File: src/rtl/ps2_pkg.sv
// Shared PS/2 byte constants, prefix FSM encodings and the queued key-event layout.
package ps2_pkg;

  localparam logic [7:0] PS2_EXT    = 8'hE0;
  localparam logic [7:0] PS2_BRK    = 8'hF0;
  localparam logic [7:0] PS2_BAT_OK = 8'hAA;
  localparam logic [7:0] PS2_ACK    = 8'hFA;
  localparam logic [7:0] PS2_ECHO   = 8'hEE;
  localparam logic [7:0] PS2_RESEND = 8'hFE;
  localparam logic [7:0] PS2_ERR0   = 8'h00;
  localparam logic [7:0] PS2_ERR1   = 8'hFF;

  localparam int unsigned EV_W  = 10;
  localparam int unsigned CNT_W = 5;

  typedef enum logic [1:0] {
    ST_IDLE    = 2'd0,
    ST_EXT     = 2'd1,
    ST_BRK     = 2'd2,
    ST_EXT_BRK = 2'd3
  } ps2_state_e;

  typedef struct packed {
    logic       ext;
    logic       brk;
    logic [7:0] code;
  } ps2_event_t;

  // Keyboard status/handshake bytes that never represent a key when seen unprefixed.
  function automatic logic is_status(input logic [7:0] b);
    return (b == PS2_ERR0) || (b == PS2_BAT_OK) || (b == PS2_ECHO) ||
           (b == PS2_ACK)  || (b == PS2_RESEND) || (b == PS2_ERR1);
  endfunction

endpackage

File: src/rtl/ps2_event_fifo.sv
// Show-ahead FIFO with a registered head word that holds its last value when empty.
module ps2_event_fifo
  import ps2_pkg::*;
#(
  parameter int unsigned DEPTH = 8,
  parameter int unsigned WIDTH = 10
) (
  input  logic             clk,
  input  logic             reset,
  input  logic             push_i,
  input  logic [WIDTH-1:0] push_data_i,
  input  logic             pop_i,
  output logic [WIDTH-1:0] head_o,
  output logic             valid_o,
  output logic             full_o,
  output logic             empty_o,
  output logic [CNT_W-1:0] count_o
);

  localparam int unsigned AW = (DEPTH > 1) ? $clog2(DEPTH) : 1;

  logic [WIDTH-1:0] mem_q [DEPTH];
  logic [AW-1:0]    wr_q, wr_d, rd_q, rd_d;
  logic [CNT_W-1:0] count_q, count_d;
  logic [WIDTH-1:0] head_q, head_d;
  logic             valid_q, full_q;
  logic             do_push, do_pop;

  always_comb begin
    do_pop  = pop_i && (count_q != '0);
    do_push = push_i && ((count_q != CNT_W'(DEPTH)) || do_pop);
    wr_d    = wr_q + AW'(do_push);
    rd_d    = rd_q + AW'(do_pop);
    count_d = count_q + CNT_W'(do_push) - CNT_W'(do_pop);
    head_d  = head_q;
    // The pushed word becomes head only when nothing older survives this cycle.
    if (count_d != '0) begin
      if ((count_q - CNT_W'(do_pop)) == '0) head_d = push_data_i;
      else                                  head_d = mem_q[rd_d];
    end
  end

  always_ff @(posedge clk) begin
    if (do_push) mem_q[wr_q] <= push_data_i;
  end

  always_ff @(posedge clk or negedge reset) begin
    if (!reset) begin
      wr_q    <= '0;
      rd_q    <= '0;
      count_q <= '0;
      head_q  <= '0;
      valid_q <= 1'b0;
      full_q  <= 1'b0;
    end else begin
      wr_q    <= wr_d;
      rd_q    <= rd_d;
      count_q <= count_d;
      head_q  <= head_d;
      valid_q <= (count_d != '0);
      full_q  <= (count_d == CNT_W'(DEPTH));
    end
  end

  assign head_o  = head_q;
  assign valid_o = valid_q;
  assign full_o  = full_q;
  assign empty_o = !valid_q;
  assign count_o = count_q;

endmodule

File: src/rtl/ps2_key_event_ctrl.sv
// PS/2 prefix sequencer: folds E0/F0 prefixes into key events and queues them for a consumer.
module ps2_key_event_ctrl
  import ps2_pkg::*;
#(
  parameter int unsigned DEPTH       = 8,
  parameter int unsigned TIMEOUT_CYC = 50000
) (
  input  logic             clk,
  input  logic             reset,
  input  logic [7:0]       rx_data,
  input  logic             rx_ready,
  output logic             ev_valid,
  output logic [7:0]       ev_code,
  output logic             ev_break,
  output logic             ev_extended,
  input  logic             ev_pop,
  output logic [CNT_W-1:0] count,
  output logic             busy,
  output logic             overflow,
  input  logic             ovf_clr
);

  localparam int unsigned TW = $clog2(TIMEOUT_CYC + 1);

  ps2_state_e  state_q, state_d;
  logic [TW-1:0] tmo_q, tmo_d;
  logic        busy_q;
  logic        ovf_q, ovf_d;
  logic        push;
  ps2_event_t  ev_d;
  ps2_event_t  head;
  logic [EV_W-1:0] head_raw;
  logic        fifo_full, fifo_empty, fifo_valid;

  // Prefix FSM; a byte arriving on the expiry cycle is processed in the current state.
  always_comb begin
    state_d = state_q;
    tmo_d   = '0;
    push    = 1'b0;
    ev_d    = '0;
    if (rx_ready) begin
      ev_d.code = rx_data;
      unique case (state_q)
        ST_IDLE: begin
          if (rx_data == PS2_EXT)      state_d = ST_EXT;
          else if (rx_data == PS2_BRK) state_d = ST_BRK;
          else if (!is_status(rx_data)) push = 1'b1;
        end
        ST_EXT: begin
          if (rx_data == PS2_BRK) state_d = ST_EXT_BRK;
          else if (rx_data != PS2_EXT) begin
            ev_d.ext = 1'b1;
            push     = 1'b1;
            state_d  = ST_IDLE;
          end
        end
        ST_BRK: begin
          if (rx_data == PS2_EXT) state_d = ST_EXT_BRK;
          else if (rx_data != PS2_BRK) begin
            ev_d.brk = 1'b1;
            push     = 1'b1;
            state_d  = ST_IDLE;
          end
        end
        ST_EXT_BRK: begin
          if ((rx_data != PS2_EXT) && (rx_data != PS2_BRK)) begin
            ev_d.ext = 1'b1;
            ev_d.brk = 1'b1;
            push     = 1'b1;
            state_d  = ST_IDLE;
          end
        end
      endcase
    end else if (state_q != ST_IDLE) begin
      if (tmo_q == TW'(TIMEOUT_CYC - 1)) state_d = ST_IDLE;
      else                               tmo_d   = tmo_q + TW'(1);
    end
  end

  // A drop (full, no accepted pop) beats a same-cycle clear.
  always_comb begin
    ovf_d = ovf_q;
    if (push && fifo_full && !(ev_pop && fifo_valid)) ovf_d = 1'b1;
    else if (ovf_clr)                                 ovf_d = 1'b0;
  end

  always_ff @(posedge clk or negedge reset) begin
    if (!reset) begin
      state_q <= ST_IDLE;
      tmo_q   <= '0;
      busy_q  <= 1'b0;
      ovf_q   <= 1'b0;
    end else begin
      state_q <= state_d;
      tmo_q   <= tmo_d;
      busy_q  <= (state_d != ST_IDLE);
      ovf_q   <= ovf_d;
    end
  end

  ps2_event_fifo #(
    .DEPTH (DEPTH),
    .WIDTH (EV_W)
  ) u_fifo (
    .clk         (clk),
    .reset       (reset),
    .push_i      (push),
    .push_data_i (EV_W'(ev_d)),
    .pop_i       (ev_pop),
    .head_o      (head_raw),
    .valid_o     (fifo_valid),
    .full_o      (fifo_full),
    .empty_o     (fifo_empty),
    .count_o     (count)
  );

  assign head        = ps2_event_t'(head_raw);
  assign ev_valid    = fifo_valid && !fifo_empty;
  assign ev_code     = head.code;
  assign ev_break    = head.brk;
  assign ev_extended = head.ext;
  assign busy        = busy_q;
  assign overflow    = ovf_q;

endmodule

File: config.mk
export PLATFORM = sky130hd
export DESIGN_NAME = ps2_key_event_ctrl
export DESIGN_NICKNAME = d
export VERILOG_FILES = /design/src/rtl/ps2_pkg.sv /design/src/rtl/ps2_event_fifo.sv /design/src/rtl/ps2_key_event_ctrl.sv
export SDC_FILE = /design/constraint.sdc
export NUM_CORES = 1
export LEC_CHECK = 0
export CAP_MARGIN = 5
export CORE_ASPECT_RATIO = 0.6
export CORE_UTILIZATION = 55
export DETAILED_ROUTE_END_ITERATION = 6
export PLACE_DENSITY = 0.72
export SLEW_MARGIN = 0
export SYNTH_ARGS = -nofsm -noshare
export SYNTH_HDL_FRONTEND = slang
export SYNTH_SLANG_ARGS = --single-unit
File: constraint.sdc
create_clock -name clk -period 3.5 [get_ports clk]
set_input_delay 0.875 -clock clk [delete_from_list [all_inputs] [get_ports clk]]
set_output_delay 0.875 -clock clk [all_outputs]
set_load 0.03 [all_outputs]
Word level (Yosys, flattened, before mapping)
Memory sizes are Yosys's and may differ from the RTL's.
Index checks and enable logic that the tools add are counted.

storage, ports and cells
  bits in registers = 43
  bits in writable memories = 80
  bits of input ports = 13
  output and inout bits = 18
  logic and storage cells = 86
  memories kept = 1

memory list
  name          depth  width  read ports  clocked after Yosys merged registers in  wr ports  RTL line              source
  u_fifo.mem_q  8      10     1           0                                        1         ps2_event_fifo.sv:22  logic [WIDTH-1:0] mem_q [DEPTH];

operators by class
  add/subtract/negate cells = 6
  equal/unequal tests = 15
  multiplexer cells = 33
  reduce and logical (&&, ||, !) cells = 21

operator list
  operator                                                               number
  8-bit equality test, second input constant                             7
  16-bit two-way mux                                                     3
  2-bit two-way mux                                                      11
  10-bit two-way mux                                                     2
  16-bit by 1-bit adder with 16-bit output, second input constant        1
  16-bit equality test, second input constant                            1
  8-bit != test, second input constant                                   2
  1-bit two-way mux                                                      13
  5-bit nonzero test                                                     2
  5-bit by 1-bit subtractor with 5-bit output                            2
  8-bit zero test                                                        1
  2-bit case mux with 4 select lines                                     1
  3-bit by 1-bit adder with 3-bit output                                 2
  1-bit logical AND                                                      6
  1-bit logical OR                                                       6
  2-bit nonzero test                                                     3
  5-bit by 1-bit adder with 5-bit output                                 1
  5-bit by 4-bit equality test with 1-bit output, second input constant  1
  5-bit zero test                                                        1
  5-bit by 4-bit != test with 1-bit output, second input constant        1
  2-bit equality test, second input constant                             2
  1-bit case mux with 2 select lines                                     2
  1-bit case mux with 4 select lines                                     1
  2-bit by 1-bit equality test with 1-bit output, second input constant  1
  other kinds (2)                                                        2

Longest topological paths before layout
  depth after elaboration = 15
  gate-level depth with buffers = 14
  depth with buffers taken out = 13

Hierarchy
A second synthesis with hierarchy kept.

unflattened totals
  cells, all modules = 351
  area, all modules = 5494.0 um^2

by module, submodules not included
  module              times used  cells an instance  area each (um^2)  seq. area each (um^2)
  ps2_event_fifo      1           229                4356.7            2977.9
  ps2_key_event_ctrl  1           122                1137.3            500.5

Worst setup path before layout
Ideal clock, no wire load.

  path kind = input to register
  start point = in rx_data[1]
  end point = reg u_fifo.head_q[0] (netlist: u_fifo.head_o[0])
  setup time = 0.121 ns
  data arrival time = 3.408 ns
  data required time = 3.379 ns
  setup slack = -0.029 ns
  cell stages on the path = 13
  path buffers = 1
  cells stage by stage = or4_1 a21oi_1 o21ai_0 nand3_1 inv_1 ha_1 fa_1 nand2b_1 a21oi_1 xnor2_1 nand3_1 clkbuf_1 o22a_1

on the way
  cells in the longest elaborated chain, start to end = 15
  elaborated cells between the ends (all ways) = 30
  those cells by class = add/sub: 2; eq/ne: 9; mux: 10; reduce/logical: 9

RTL lines
  item                                                    RTL line                  source
  start: declaration                                      ps2_key_event_ctrl.sv:10  input logic [7:0] rx_data,
  8-bit equality test or 8-bit zero test (tied branches)  ps2_pkg.sv:31             return (b == PS2_ERR0) || (b == PS2_BAT_OK) || (b == PS2_ECHO) ||
  1-bit logical OR (3 in a row)                           ps2_pkg.sv:31
  1-bit logical OR (2 in a row)                           ps2_pkg.sv:32             (b == PS2_ACK) || (b == PS2_RESEND) || (b == PS2_ERR1);
  1-bit two-way mux                                       ps2_key_event_ctrl.sv:47  else if (!is_status(rx_data)) push = 1'b1;
  1-bit two-way mux                                       ps2_key_event_ctrl.sv:46  else if (rx_data == PS2_BRK) state_d = ST_BRK;
  1-bit two-way mux                                       ps2_key_event_ctrl.sv:45  if (rx_data == PS2_EXT) state_d = ST_EXT;
  1-bit case mux with 4 select lines *                    ps2_key_event_ctrl.sv:43  unique case (state_q)
  1-bit two-way mux *                                     ps2_key_event_ctrl.sv:41  if (rx_ready) begin
  1-bit logical AND *                                     ps2_event_fifo.sv:31      do_push = push_i && ((count_q != CNT_W'(DEPTH)) || do_pop);
  5-bit by 1-bit adder with 5-bit output *                ps2_event_fifo.sv:34      count_d = count_q + CNT_W'(do_push) - CNT_W'(do_pop);
  5-bit by 1-bit subtractor with 5-bit output *           ps2_event_fifo.sv:34
  5-bit nonzero test *                                    ps2_event_fifo.sv:37      if (count_d != '0) begin
  end signal: assignment                                  ps2_event_fifo.sv:52      head_q <= '0;
  end signal: assignment                                  ps2_event_fifo.sv:59      head_q <= head_d;
  end: declaration                                        ps2_event_fifo.sv:25      logic [WIDTH-1:0] head_q, head_d;

Every way passes the cells marked *; elsewhere a longest branch is shown, timed or not.
A chain may end at the register's enable or synchronous reset.

Final worst setup path
  start point = in rx_data[1]
  end point = reg u_fifo.head_q[2] (netlist: u_fifo.head_o[2])

The elaborated chain is that of the path after synthesis.

==> flow_summary.rst <==
.. list-table::
   :header-rows: 1

   * - Metric
     - Value
   * - Setup Skew
     - 0.00738 ns
   * - Number of global-route vias before repair
     - 3,412
   * - CTS max path bufs
     - 2
   * - Final setup fails
     - 0
   * - Outcome
     - finished, final reports clean
   * - Worst setup path start
     - rx_data[1]
   * - Kind of capture point of the worst setup path
     - flip-flop
   * - Commonest non-fill, non-tap cell in the layout
     - sky130_fd_sc_hd__edfxtp_1
   * - CTS H-Tree Depth
     - 4
   * - Root Buffer
     - sky130_fd_sc_hd__clkbuf_16
   * - Total track usage
     - 25.9%
   * - Number of iterations in the first detailed-routing pass
     - 4
   * - Antenna violations before repair
     - 0
   * - Worst VDD drop
     - 0.510 mV
   * - Worst Setup Slack, final
     - 0.130 ns
   * - Number of maximum-capacitance violations
     - 0
   * - Post-CTS repair timing setup buffer count
     - 0
   * - Worst reg2reg setup slack
     - 0.33 ns
   * - Number of different library cells in the post-synthesis netlist
     - 43
   * - FP Rows
     - 27
   * - Clock insertion delay at the later pin of the skew report
     - 0.41 ns
   * - First-pass GRT wire length
     - 18,700 µm
   * - Gate count after technology mapping
     - 356
   * - Share of flip-flops with an asynchronous set or reset
     - 35.0%
   * - Endpoint of the worst setup timing path
     - u_fifo.head_o[2]$_DFFE_PN0P_
   * - Weighted congestion at the end of routability-driven global placement
     - 0.894
   * - Cell area after technology mapping
     - 5410 µm²
   * - Post-route non-filler standard cell count
     - 569
   * - Floorplan die width
     - 130 µm
   * - TritonCTS clock tree
     - done
   * - Fmax
     - 0.297 GHz
   * - TritonCTS buffer count
     - 17
   * - Number of failing hold endpoints at the final stage
     - 0
   * - Chip Height
     - 78.9 µm
   * - Clk sink count
     - 123
   * - Power per Cell Area
     - 995 nW/µm²
   * - Prevailing post-synth register cell
     - sky130_fd_sc_hd__edfxtp_1
   * - Unrepaired setup endpoints after global routing
     - no
   * - Worst EP arrival
     - 3.67 ns
   * - Core region area
     - 9360 µm²
   * - Transition at the pin with the smallest max-transition slack
     - 1.26 ns
   * - Global route total overflow
     - 0
   * - HPWL after DPL
     - 7890 µm
   * - Sum of negative setup slack
     - 0 ns
   * - Critical register-to-register path startpoint
     - u_fifo.count_o[2]$_DFF_PN0_
   * - Synth top area cells
     - sky130_fd_sc_hd__edfxtp_1 (44%), sky130_fd_sc_hd__dfrtp_1 (20%), sky130_fd_sc_hd__mux4_2 (5.0%)
   * - Worst Path Required
     - 3.80 ns
   * - Average via count per standard cell
     - 5.83
   * - Final-report max-slew violation count
     - 0
   * - Post-synth top area cell
     - sky130_fd_sc_hd__edfxtp_1
   * - Highest-count cells in the layout ignoring fill and taps
     - sky130_fd_sc_hd__edfxtp_1 (80), sky130_fd_sc_hd__dfrtp_1 (43), sky130_fd_sc_hd__nor2_1 (38)
   * - Critical path class
     - input port to flip-flop
   * - Type of origin of the critical path
     - input port
   * - Max Fanout on Critical Path
     - 3
   * - # port buffers
     - 30
   * - Cell count after placement
     - 537
   * - Pin count of the biggest net entering global routing
     - 44
   * - Seq/Total Area, Yosys
     - 64.2%
   * - Clock transition at the registers of the reported paths
     - 0.06 ns
   * - Share of the cycle needed by the critical path after routing
     - 96.3%
   * - Final worst hold slack
     - 0.476 ns
   * - Min cycle time layout
     - 3.37 ns
   * - Hold Crit Class
     - flip-flop to flip-flop
   * - Nets@finish
     - 455
   * - Via count
     - 3,316
   * - Die area
     - 10,300 µm²
   * - Hold-fix buffer count after cts
     - 0
   * - Num ports
     - 31
   * - Synth Net Count
     - 385
   * - Post-synth EDFFs
     - 80
   * - Number of DRC markers in iteration 0
     - 278
   * - Fraction of layout instances using a drive strength above 1
     - 21.6%
   * - Count of state elements after synthesis
     - 123
   * - Post-synthesis average cell area
     - 15.2 µm²
   * - Average wire per cell in the routed design
     - 21.2 µm
   * - Terminus of the critical flop-to-flop path
     - u_fifo.head_o[2]$_DFFE_PN0P_
   * - Number of antenna diodes
     - 0
   * - Relative slew slack
     - 15.4%
   * - Leak
     - 2.60 nW
   * - Total Power
     - 6.73 mW
   * - Yosys top cell area share
     - 44.4%
   * - Area delta synth->final
     - 24.9%
   * - Post-detailed-route count of antenna-violating nets
     - 0
   * - Pre-CTS setup slack
     - -0.589 ns
   * - Residual DRC
     - 0
   * - Aggregate routed wire length
     - 12,000 µm
   * - Starting Density
     - 57.9%
   * - R2R cell count
     - 12
   * - Yosys warns
     - 0
[what timing repair did]
item | in CTS | in global routing
pin swaps | 5 | 4
resized for setup | 11 | 3
endpoints found under the setup margin | 12 | 11
[stage by stage]
stage / utilization [%] / cell area, µm²
finish: 72.3 / 6760
detailed placement: 65.4 / 6120
floorplan: - / 5420
global placement: 65.4 / 6120
CTS: 72.2 / 6750
global route: 72.3 / 6760
[logic make-up (layout without fill, tap and decap cells)]
family / count (synthesis) / in the layout / share of synthesized area (%)
DFF: 123 / 123 / 64.2
and+or+nand+nor: 102 / 102 / 9.66
AOI/OAI and AO/OA: 34 / 34 / 5.34
muxes: 32 / 32 / 11.2
buffers and inverters: 28 / 111 / 2.29
xor gates and xnor gates: 21 / 21 / 3.40
adders and majority gates: 16 / 16 / 3.84
[area by class of cell]
| class | instances | area, µm² |
|---|---|---|
| Sequential cell | 123 | 3480 |
| Fill cell | 590 | 2590 |
| Multi-Input combinational cell | 205 | 1870 |
| Timing Repair Buffer | 65 | 581 |
| Clock buffer | 17 | 425 |
| Clock inverter | 15 | 198 |
| Tap cell | 130 | 163 |
| Inverter | 14 | 52.6 |
[state kept, by name, summed over array words and instances (netlist names)]
| register | flops |
|---|---|
| u_fifo.wr_q | 3 |
| busy | 1 |
| u_fifo.head_o | 10 |
| u_fifo.count_o | 5 |
| u_fifo.full_o | 1 |
| overflow | 1 |
| u_fifo.mem_q | 80 |
| u_fifo.valid_o | 1 |
| u_fifo.rd_q | 3 |
| state_q | 2 |
| tmo_q | 16 |
[metal layers]
layer | part of all wire, % | track usage, % | vias up
met1 | 46 | 36.5 | 1713
met4 | 1.3 | 9.88 | 0
met3 | 4.2 | 5.80 | 19
met2 | 48 | 39.6 | 85
met5 | 0 | 0 | -
li1 | - | - | 1499
[Yosys cell counts, drive strengths merged (2+ instances only)]
| cell type | number |
|---|---|
| a21oi | 3 |
| a31oi | 2 |
| a32o | 9 |
| and2 | 9 |
| and3 | 3 |
| and4 | 2 |
| and4b | 2 |
| buf | 8 |
| clkbuf | 6 |
| dfrtp | 43 |
| edfxtp | 80 |
| ha | 15 |
| inv | 14 |
| mux2 | 3 |
| mux2i | 9 |
| mux4 | 20 |
| nand2 | 9 |
| nand2b | 3 |
| nand3 | 13 |
| nand4 | 5 |
| nor2 | 38 |
| nor3 | 8 |
| nor4b | 4 |
| o21a | 2 |
| o21ai | 4 |
| o22a | 9 |
| or4 | 2 |
| xnor2 | 15 |
| xor2 | 6 |
[critical path, cell delays in order]
cell and delay, ns:
sky130_fd_sc_hd__dlygate4sd2_1 0.28, sky130_fd_sc_hd__or4_4 0.54, sky130_fd_sc_hd__a21oi_1 0.16, sky130_fd_sc_hd__o21ai_1 0.10, sky130_fd_sc_hd__nand3_1 0.12, sky130_fd_sc_hd__inv_1 0.06
sky130_fd_sc_hd__ha_2 0.18, sky130_fd_sc_hd__fa_2 0.37, sky130_fd_sc_hd__nand2b_1 0.09, sky130_fd_sc_hd__a21oi_1 0.08, sky130_fd_sc_hd__xnor2_1 0.22, sky130_fd_sc_hd__nand3_1 0.14
sky130_fd_sc_hd__buf_4 0.17, sky130_fd_sc_hd__mux2_4 0.28
[how the worst min path moves through the flow]
stage / endpoint / start / cells after the start / slack (ns)
floorplan: tmo_q[0]$_DFF_PN0_ / tmo_q[0]$_DFF_PN0_ / 1 / 0.45
global placement: tmo_q[0]$_DFF_PN0_ / tmo_q[0]$_DFF_PN0_ / 1 / 0.46
detailed placement: tmo_q[0]$_DFF_PN0_ / tmo_q[0]$_DFF_PN0_ / 1 / 0.47
CTS: tmo_q[0]$_DFF_PN0_ / tmo_q[0]$_DFF_PN0_ / 1 / 0.48
global route: tmo_q[0]$_DFF_PN0_ / tmo_q[0]$_DFF_PN0_ / 1 / 0.50
finish: tmo_q[0]$_DFF_PN0_ / tmo_q[0]$_DFF_PN0_ / 1 / 0.48
[power breakdown]
group          switching (mW)  internal (mW)
combinational            1.50           1.36
sequential              0.184           1.86
clock                   0.641           1.19
Note: power is estimated with default switching activity, not from simulation.
